**config.mk**
```make
export PLATFORM = sky130hd
export DESIGN_NAME = uart_loader
export DESIGN_NICKNAME = d
export VERILOG_FILES = /design/src/rtl/uart_loader.sv
export SDC_FILE = /design/constraint.sdc
export NUM_CORES = 1
export LEC_CHECK = 0
export ABC_AREA = 1
export CORE_ASPECT_RATIO = 0.9
export CORE_MARGIN = 10
export CORE_UTILIZATION = 60
export CTS_BUF_LIST = sky130_fd_sc_hd__clkbuf_4 sky130_fd_sc_hd__clkbuf_8
export DETAILED_ROUTE_END_ITERATION = 8
export DONT_BUFFER_PORTS = 1
export GPL_ROUTABILITY_DRIVEN = 0
export GPL_TIMING_DRIVEN = 0
export MAX_ROUTING_LAYER = met4
export PLACE_DENSITY = 0.76
export SLEW_MARGIN = 5
export SYNTH_ARGS = -nofsm -noshare
export SYNTH_HDL_FRONTEND = slang
export SYNTH_SLANG_ARGS = --single-unit
```
**constraint.sdc**
```tcl
create_clock -name clk -period 2.3 [get_ports clk]
set_input_delay 0.46 -clock clk [delete_from_list [all_inputs] [get_ports clk]]
set_output_delay 0.46 -clock clk [all_outputs]
set_load 0.01 [all_outputs]
```
**src/rtl/uart_loader.sv**
```systemverilog
// ---------------------------------------------------------------------------
// uart_loader
//
// Program loader between a UART receiver and an instruction memory write
// port. It parses a frame of
//     SYNC_BYTE, LEN_LO, LEN_HI, N*DATA_BYTES data bytes, CSUM
// assembles little-endian words, writes them to consecutive addresses
// starting at 0, and checks an 8-bit modulo-256 sum of the data bytes.
// The core is held in reset (cpu_hold) until a frame completes cleanly.
//
// Ports
//   clk           system clock (single domain)
//   reset         synchronous, active-high reset
//   rx_dv         one-cycle strobe: rx_byte is valid
//   rx_byte       received byte
//   mem_we        one-cycle write strobe to instruction memory
//   mem_addr      write address
//   mem_wdata     write data (8*DATA_BYTES bits)
//   cpu_hold      holds the core in reset while high
//   busy          frame in progress (LEN_LO, LEN_HI, DATA, CHECK)
//   done          last frame completed with a good checksum
//   error         last frame aborted
//   err_code      0 none, 1 length, 2 timeout, 3 checksum
//   words_loaded  words written in the current or last frame
// ---------------------------------------------------------------------------
module uart_loader #(
    parameter int          DATA_BYTES   = 4,
    parameter int          ADDR_WIDTH   = 8,
    parameter logic [7:0]  SYNC_BYTE    = 8'hA5,
    parameter int          TIMEOUT_CLKS = 2_000_000
) (
    input  logic                      clk,
    input  logic                      reset,
    input  logic                      rx_dv,
    input  logic [7:0]                rx_byte,
    output logic                      mem_we,
    output logic [ADDR_WIDTH-1:0]     mem_addr,
    output logic [8*DATA_BYTES-1:0]   mem_wdata,
    output logic                      cpu_hold,
    output logic                      busy,
    output logic                      done,
    output logic                      error,
    output logic [1:0]                err_code,
    output logic [ADDR_WIDTH:0]       words_loaded
);

    localparam int WORD_W = 8 * DATA_BYTES;
    localparam int IDX_W  = (DATA_BYTES > 1) ? $clog2(DATA_BYTES) : 1;
    localparam int TO_W   = $clog2(TIMEOUT_CLKS + 1);

    localparam logic [IDX_W-1:0] LAST_IDX = IDX_W'(DATA_BYTES - 1);
    localparam logic [TO_W-1:0]  TO_LAST  = TO_W'(TIMEOUT_CLKS - 1);

    localparam logic [1:0] ERR_NONE  = 2'd0;
    localparam logic [1:0] ERR_LEN   = 2'd1;
    localparam logic [1:0] ERR_TOUT  = 2'd2;
    localparam logic [1:0] ERR_CSUM  = 2'd3;

    typedef enum logic [2:0] {
        S_IDLE,
        S_LEN_LO,
        S_LEN_HI,
        S_DATA,
        S_CHECK,
        S_DONE,
        S_ERROR
    } state_t;

    state_t                  state_q,        state_d;
    logic [7:0]              len_lo_q,       len_lo_d;
    logic [15:0]             len_q,          len_d;
    logic [IDX_W-1:0]        byte_idx_q,     byte_idx_d;
    logic [WORD_W-1:0]       word_q,         word_d;
    logic [7:0]              csum_q,         csum_d;
    logic [ADDR_WIDTH-1:0]   addr_q,         addr_d;
    logic [TO_W-1:0]         idle_q,         idle_d;
    logic                    mem_we_q,       mem_we_d;
    logic [ADDR_WIDTH-1:0]   mem_addr_q,     mem_addr_d;
    logic [WORD_W-1:0]       mem_wdata_q,    mem_wdata_d;
    logic                    cpu_hold_q,     cpu_hold_d;
    logic                    busy_q,         busy_d;
    logic                    done_q,         done_d;
    logic                    error_q,        error_d;
    logic [1:0]              err_code_q,     err_code_d;
    logic [ADDR_WIDTH:0]     words_loaded_q, words_loaded_d;

    // Word with the incoming byte dropped into lane byte_idx_q.
    logic [WORD_W-1:0] word_ins;

    genvar gi;
    generate
        for (gi = 0; gi < DATA_BYTES; gi++) begin : g_lane
            assign word_ins[8*gi +: 8] =
                (byte_idx_q == IDX_W'(gi)) ? rx_byte : word_q[8*gi +: 8];
        end
    endgenerate

    logic [15:0] len_full;
    logic        len_too_long;
    logic        last_word;
    logic        in_frame;

    assign len_full     = {rx_byte, len_lo_q};
    // N == 2^ADDR_WIDTH fills memory exactly and is legal.
    assign len_too_long = 32'(len_full) > (32'd1 << ADDR_WIDTH);
    assign last_word    = (32'(words_loaded_q) + 32'd1) == 32'(len_q);
    assign in_frame     = (state_q == S_LEN_LO) || (state_q == S_LEN_HI) ||
                          (state_q == S_DATA)   || (state_q == S_CHECK);

    always_comb begin
        state_d        = state_q;
        len_lo_d       = len_lo_q;
        len_d          = len_q;
        byte_idx_d     = byte_idx_q;
        word_d         = word_q;
        csum_d         = csum_q;
        addr_d         = addr_q;
        idle_d         = idle_q;
        mem_we_d       = 1'b0;
        mem_addr_d     = mem_addr_q;
        mem_wdata_d    = mem_wdata_q;
        cpu_hold_d     = cpu_hold_q;
        done_d         = done_q;
        error_d        = error_q;
        err_code_d     = err_code_q;
        words_loaded_d = words_loaded_q;

        case (state_q)
            S_IDLE, S_DONE, S_ERROR: begin
                if (rx_dv && (rx_byte == SYNC_BYTE)) begin
                    state_d        = S_LEN_LO;
                    words_loaded_d = '0;
                    addr_d         = '0;
                    byte_idx_d     = '0;
                    word_d         = '0;
                    csum_d         = '0;
                    done_d         = 1'b0;
                    error_d        = 1'b0;
                    err_code_d     = ERR_NONE;
                    cpu_hold_d     = 1'b1;
                end
            end

            S_LEN_LO: begin
                if (rx_dv) begin
                    len_lo_d = rx_byte;
                    state_d  = S_LEN_HI;
                end
            end

            S_LEN_HI: begin
                if (rx_dv) begin
                    len_d = len_full;
                    if (len_too_long) begin
                        state_d    = S_ERROR;
                        error_d    = 1'b1;
                        err_code_d = ERR_LEN;
                    end else if (len_full == 16'd0) begin
                        state_d = S_CHECK;
                    end else begin
                        state_d = S_DATA;
                    end
                end
            end

            S_DATA: begin
                if (rx_dv) begin
                    csum_d = csum_q + rx_byte;
                    word_d = word_ins;
                    if (byte_idx_q == LAST_IDX) begin
                        mem_we_d       = 1'b1;
                        mem_addr_d     = addr_q;
                        mem_wdata_d    = word_ins;
                        addr_d         = addr_q + 1'b1;
                        words_loaded_d = words_loaded_q + 1'b1;
                        byte_idx_d     = '0;
                        if (last_word) begin
                            state_d = S_CHECK;
                        end
                    end else begin
                        byte_idx_d = byte_idx_q + 1'b1;
                    end
                end
            end

            S_CHECK: begin
                if (rx_dv) begin
                    if (rx_byte == csum_q) begin
                        state_d    = S_DONE;
                        done_d     = 1'b1;
                        cpu_hold_d = 1'b0;
                    end else begin
                        state_d    = S_ERROR;
                        error_d    = 1'b1;
                        err_code_d = ERR_CSUM;
                    end
                end
            end

            default: state_d = S_IDLE;
        endcase

        // Inter-byte timeout. A strobe in the expiring cycle wins because
        // the counter only fires when rx_dv is low.
        if (in_frame) begin
            if (rx_dv) begin
                idle_d = '0;
            end else if (idle_q == TO_LAST) begin
                state_d    = S_ERROR;
                error_d    = 1'b1;
                err_code_d = ERR_TOUT;
                idle_d     = '0;
            end else begin
                idle_d = idle_q + 1'b1;
            end
        end

        if (state_d != state_q) begin
            idle_d = '0;
        end

        busy_d = (state_d == S_LEN_LO) || (state_d == S_LEN_HI) ||
                 (state_d == S_DATA)   || (state_d == S_CHECK);
    end

    always_ff @(posedge clk) begin
        if (reset) begin
            state_q        <= S_IDLE;
            len_lo_q       <= '0;
            len_q          <= '0;
            byte_idx_q     <= '0;
            word_q         <= '0;
            csum_q         <= '0;
            addr_q         <= '0;
            idle_q         <= '0;
            mem_we_q       <= 1'b0;
            mem_addr_q     <= '0;
            mem_wdata_q    <= '0;
            cpu_hold_q     <= 1'b1;
            busy_q         <= 1'b0;
            done_q         <= 1'b0;
            error_q        <= 1'b0;
            err_code_q     <= ERR_NONE;
            words_loaded_q <= '0;
        end else begin
            state_q        <= state_d;
            len_lo_q       <= len_lo_d;
            len_q          <= len_d;
            byte_idx_q     <= byte_idx_d;
            word_q         <= word_d;
            csum_q         <= csum_d;
            addr_q         <= addr_d;
            idle_q         <= idle_d;
            mem_we_q       <= mem_we_d;
            mem_addr_q     <= mem_addr_d;
            mem_wdata_q    <= mem_wdata_d;
            cpu_hold_q     <= cpu_hold_d;
            busy_q         <= busy_d;
            done_q         <= done_d;
            error_q        <= error_d;
            err_code_q     <= err_code_d;
            words_loaded_q <= words_loaded_d;
        end
    end

    assign mem_we       = mem_we_q;
    assign mem_addr     = mem_addr_q;
    assign mem_wdata    = mem_wdata_q;
    assign cpu_hold     = cpu_hold_q;
    assign busy         = busy_q;
    assign done         = done_q;
    assign error        = error_q;
    assign err_code     = err_code_q;
    assign words_loaded = words_loaded_q;

endmodule

```
==> impl_results.md <==
* Maximum fanout along the worst path at 6
* Mapped Nets at 1042
* Initial Util at 0.6178
* Count leader, synth: nand2_1
* Top_reg_cell synth: dfxtp_1
* Netlist cell types at 44
* Max-slew headroom at 0.5492
* Layout Cells excl Fill at 1215
* Die width at 134.6 µm
* Hpwl dp at 13.27 mm
* Area growth syn-to-layout at 14.41%
* DRC viols at 0
* Commonest cells in the netlist: nand2_1, dfxtp_1, a21oi_1, nor2_1, inv_1
* Routed via count at 6905
* Initial antenna violation count at 0
* Syn. warnings at 0
* Peak Freq at 428.2 MHz
* Endpoint class of the critical path: flip-flop
* Wirelength per Cell at 15.78 µm
* PwrDens at 843.6 mW/mm²
* Max-slew violation count at 0
* Worst path required time at 2.72 ns
* Clock skew at 0.01328 ns
* # rows at 37
* Detailed Route Iter0 Violations at 688
* Minimum clock period at 2.335 ns
* Worst skew pair latency at 0.48 ns
* Switching Fraction at 0.3231
* GRT Total Usage at 0.2331
* Leading area contributor after synthesis: dfxtp_1
* Final ANT Viol Nets at 0
* Tightest Pin Transition at 0.6762 ns
* Most frequent CP cell: nand2_2
* Worst setup SP type: flip-flop
* Routed WL at 19.17 mm
* Placed insts at 1172
* CP max stage cell: dfxtp_4
* First-pass GRT wire length at 30.08 mm
* Sequential Power Share at 0.408
* Synth Register Bits at 149
* CTS tree: built
* Cts hold-fix bufs at 0
* Core area at 0.01148 mm²
* Clock tree root driver cell: clkbuf_8
* Net Switching at 2.212 mW
* Antenna Cells at 0
* Final setup viols at 20
* Final Hold Viols at 0
* Post-synth ARST share at 0
* Placed cell area at 0.007288 mm²
* CP cell instances: ha_4 > nand2_4 > nor2_4 > nand2_2 > nand2_2 > nor2_1 > nor2_1 > nand2_1 > nor2_2 > nand3_1 > nand2_2 > nand2_2 > nand2_2 > nand2_2 > nand2_2 > nand4_4 > buf_12 > buf_16 > nor2_4
* Status: finished with violations
* Sink Count at 149
* P_leak at 3.023 nW
* Nets@finish at 1072
* H-tree Lvls at 4
* Mapped Cells at 1016
* Critical path arrival at 2.75 ns
* Ratio of cells with drive above 1 in the final layout at 0.1464
* Vias in the first global route at 6063
* Post-synth top area share at 0.4205
* Final worst slack at -0.03528 ns
* Drt first pass iters at 7
* Min-Delay Path Class: input pin to flip-flop
* Synth Cell Area at 0.007093 mm²
* EDFF count, synth at 0
* Crit Path Class: flip-flop to flip-flop
* Cts bufs inserted at 17
* Max VDD drop at 0.7196 mV
* Crit share post-route at 1.015
* Avg Inst Size Synth at 6.981 µm²
* Worst-path clk slew at 0.08 ns
* Via-per-instance ratio at 5.683
* Synth area leaders: dfxtp_1, nand2_1, a21oi_1
* Internal power at 4.634 mW
* Clk pwr share at 0.316
* GRT Residual Overflow at 0
* Comb power frac at 0.276
* Die Y at 123.2 µm
* Failing checks: setup timing
* Max-cap violation count at 0
* IO Port Bufs at 0
* Design Area, Final at 0.008115 mm²
* DIE AREA at 0.01658 mm²
* RSZ-0062 raised after global routing: yes
* Crit path largest cell delay at 0.41 ns
* Maximum clock insertion buffer count at 2
* Largest net degree at the start of global routing at 17
* IO Count at 67
* Sequential-to-total area share from yosys stat at 0.4205
power by group through the flow:
stage / logic (mW) / registers, mW / clock network [mW]
CTS: 1.67 / 2.79 / 2.18
detailed placement: 1.22 / 2.84 / 0
global placement: 1.21 / 2.84 / 0
floorplan: 0.975 / 2.82 / 0
finish: 1.89 / 2.79 / 2.16
global route: 2.04 / 2.81 / 2.28
cell type report:
cell class	instances	area, µm²
multi-input cells	726	3767
fillers	994	3366
flip-flops and latches	149	3002
inverters	96	360.3
clock buffers	21	270.3
plain buffers	45	229.0
well taps	156	195.2
clock inverters	11	151.4
repair buffers	11	140.1
stage by stage:
stage	hold slack [ns]	util	power [mW]	TNS, ns	setup WS (ns)
final	0.1274	0.7068	6.846	-0.5457	-0.03528
after global routing	0.1179	0.7068	7.127	-3.635	-0.1865
after CTS	0.1165	0.6885	6.636	0	0.002332
after detailed placement	0.4522	0.6348	4.067	-6.688	-0.2449
after global placement	0.4469	0.6348	4.053	-5.509	-0.2010
after floorplan	0.4374	-	3.791	0	0.1613
logic make-up after synthesis:
family                   Yosys count  synth area share
AO/OA/AOI/OAI                    228            0.1718
XOR/XNOR                           6          0.007409
adder cells (fa/ha/maj)           15           0.02752
buffers and inverters            141           0.07973
flip-flops                       149            0.4205
multiplexers                       3          0.004762
AND/OR/NAND/NOR                  474            0.2882
critical path, delay by kind of cell, from the launching register on:
family | cells | cell delay (ns)
buffers and inverters | 2 | 0.31
DFF | 1 | 0.41
and+or+nand+nor | 16 | 1.36
adders and majority gates | 1 | 0.17
per-layer routing:
metal  vias up  global-route usage  part of all wire
li1       3403                   -                 -
met4         0             0.06929             0.014
met5         -                   -                 0
met2       281              0.3538              0.45
met3        27             0.07015             0.091
met1      3194              0.2947              0.44
registers in the layout, indices dropped and copies added, names as in the netlist, 3 cells and up:
register      cells
addr_q            8
csum_q            8
idle_q           21
len_lo_q          8
len_q            16
mem_addr          8
mem_wdata        32
state_q           3
word_q           27
words_loaded      9
path summary, 6_finish.rpt:
| check | from | to | slack (ns) | depth (start not counted) |
|---|---|---|---|---|
| worst max-delay path | words_loaded[0]$_SDFFE_PP0P_ | idle_q[12]$_SDFFE_PP0N_ | -0.04 | 19 |
| worst min-delay path | rx_byte[3] | len_q[11]$_SDFFE_PP0P_ | 0.13 | 2 |
| worst max register to register | words_loaded[0]$_SDFFE_PP0P_ | idle_q[12]$_SDFFE_PP0N_ | -0.04 | 19 |
| worst min register to register | word_q[11]$_SDFFE_PP0P_ | word_q[11]$_SDFFE_PP0P_ | 0.46 | 2 |
cell usage in the layout, fill, tap and decap left out, types with 16 or more instances in the layout:
cell / n
dfxtp_1: 140
a21oi_1: 133
inv_2: 16
inv_1: 78
nand2_1: 239
clkbuf_1: 28
nor2_2: 22
clkbuf_8: 18
nand3_1: 48
o21ai_0: 56
nor2_1: 96
timing repair:
item | in CTS | in global routing
cloned | 2 | 0
pin swaps | 1 | 11
setup buffers | 4 | 5
gates resized for setup | 28 | 47
setup endpoints to repair | 57 | 63
Note: power is estimated with default switching activity, not from simulation.
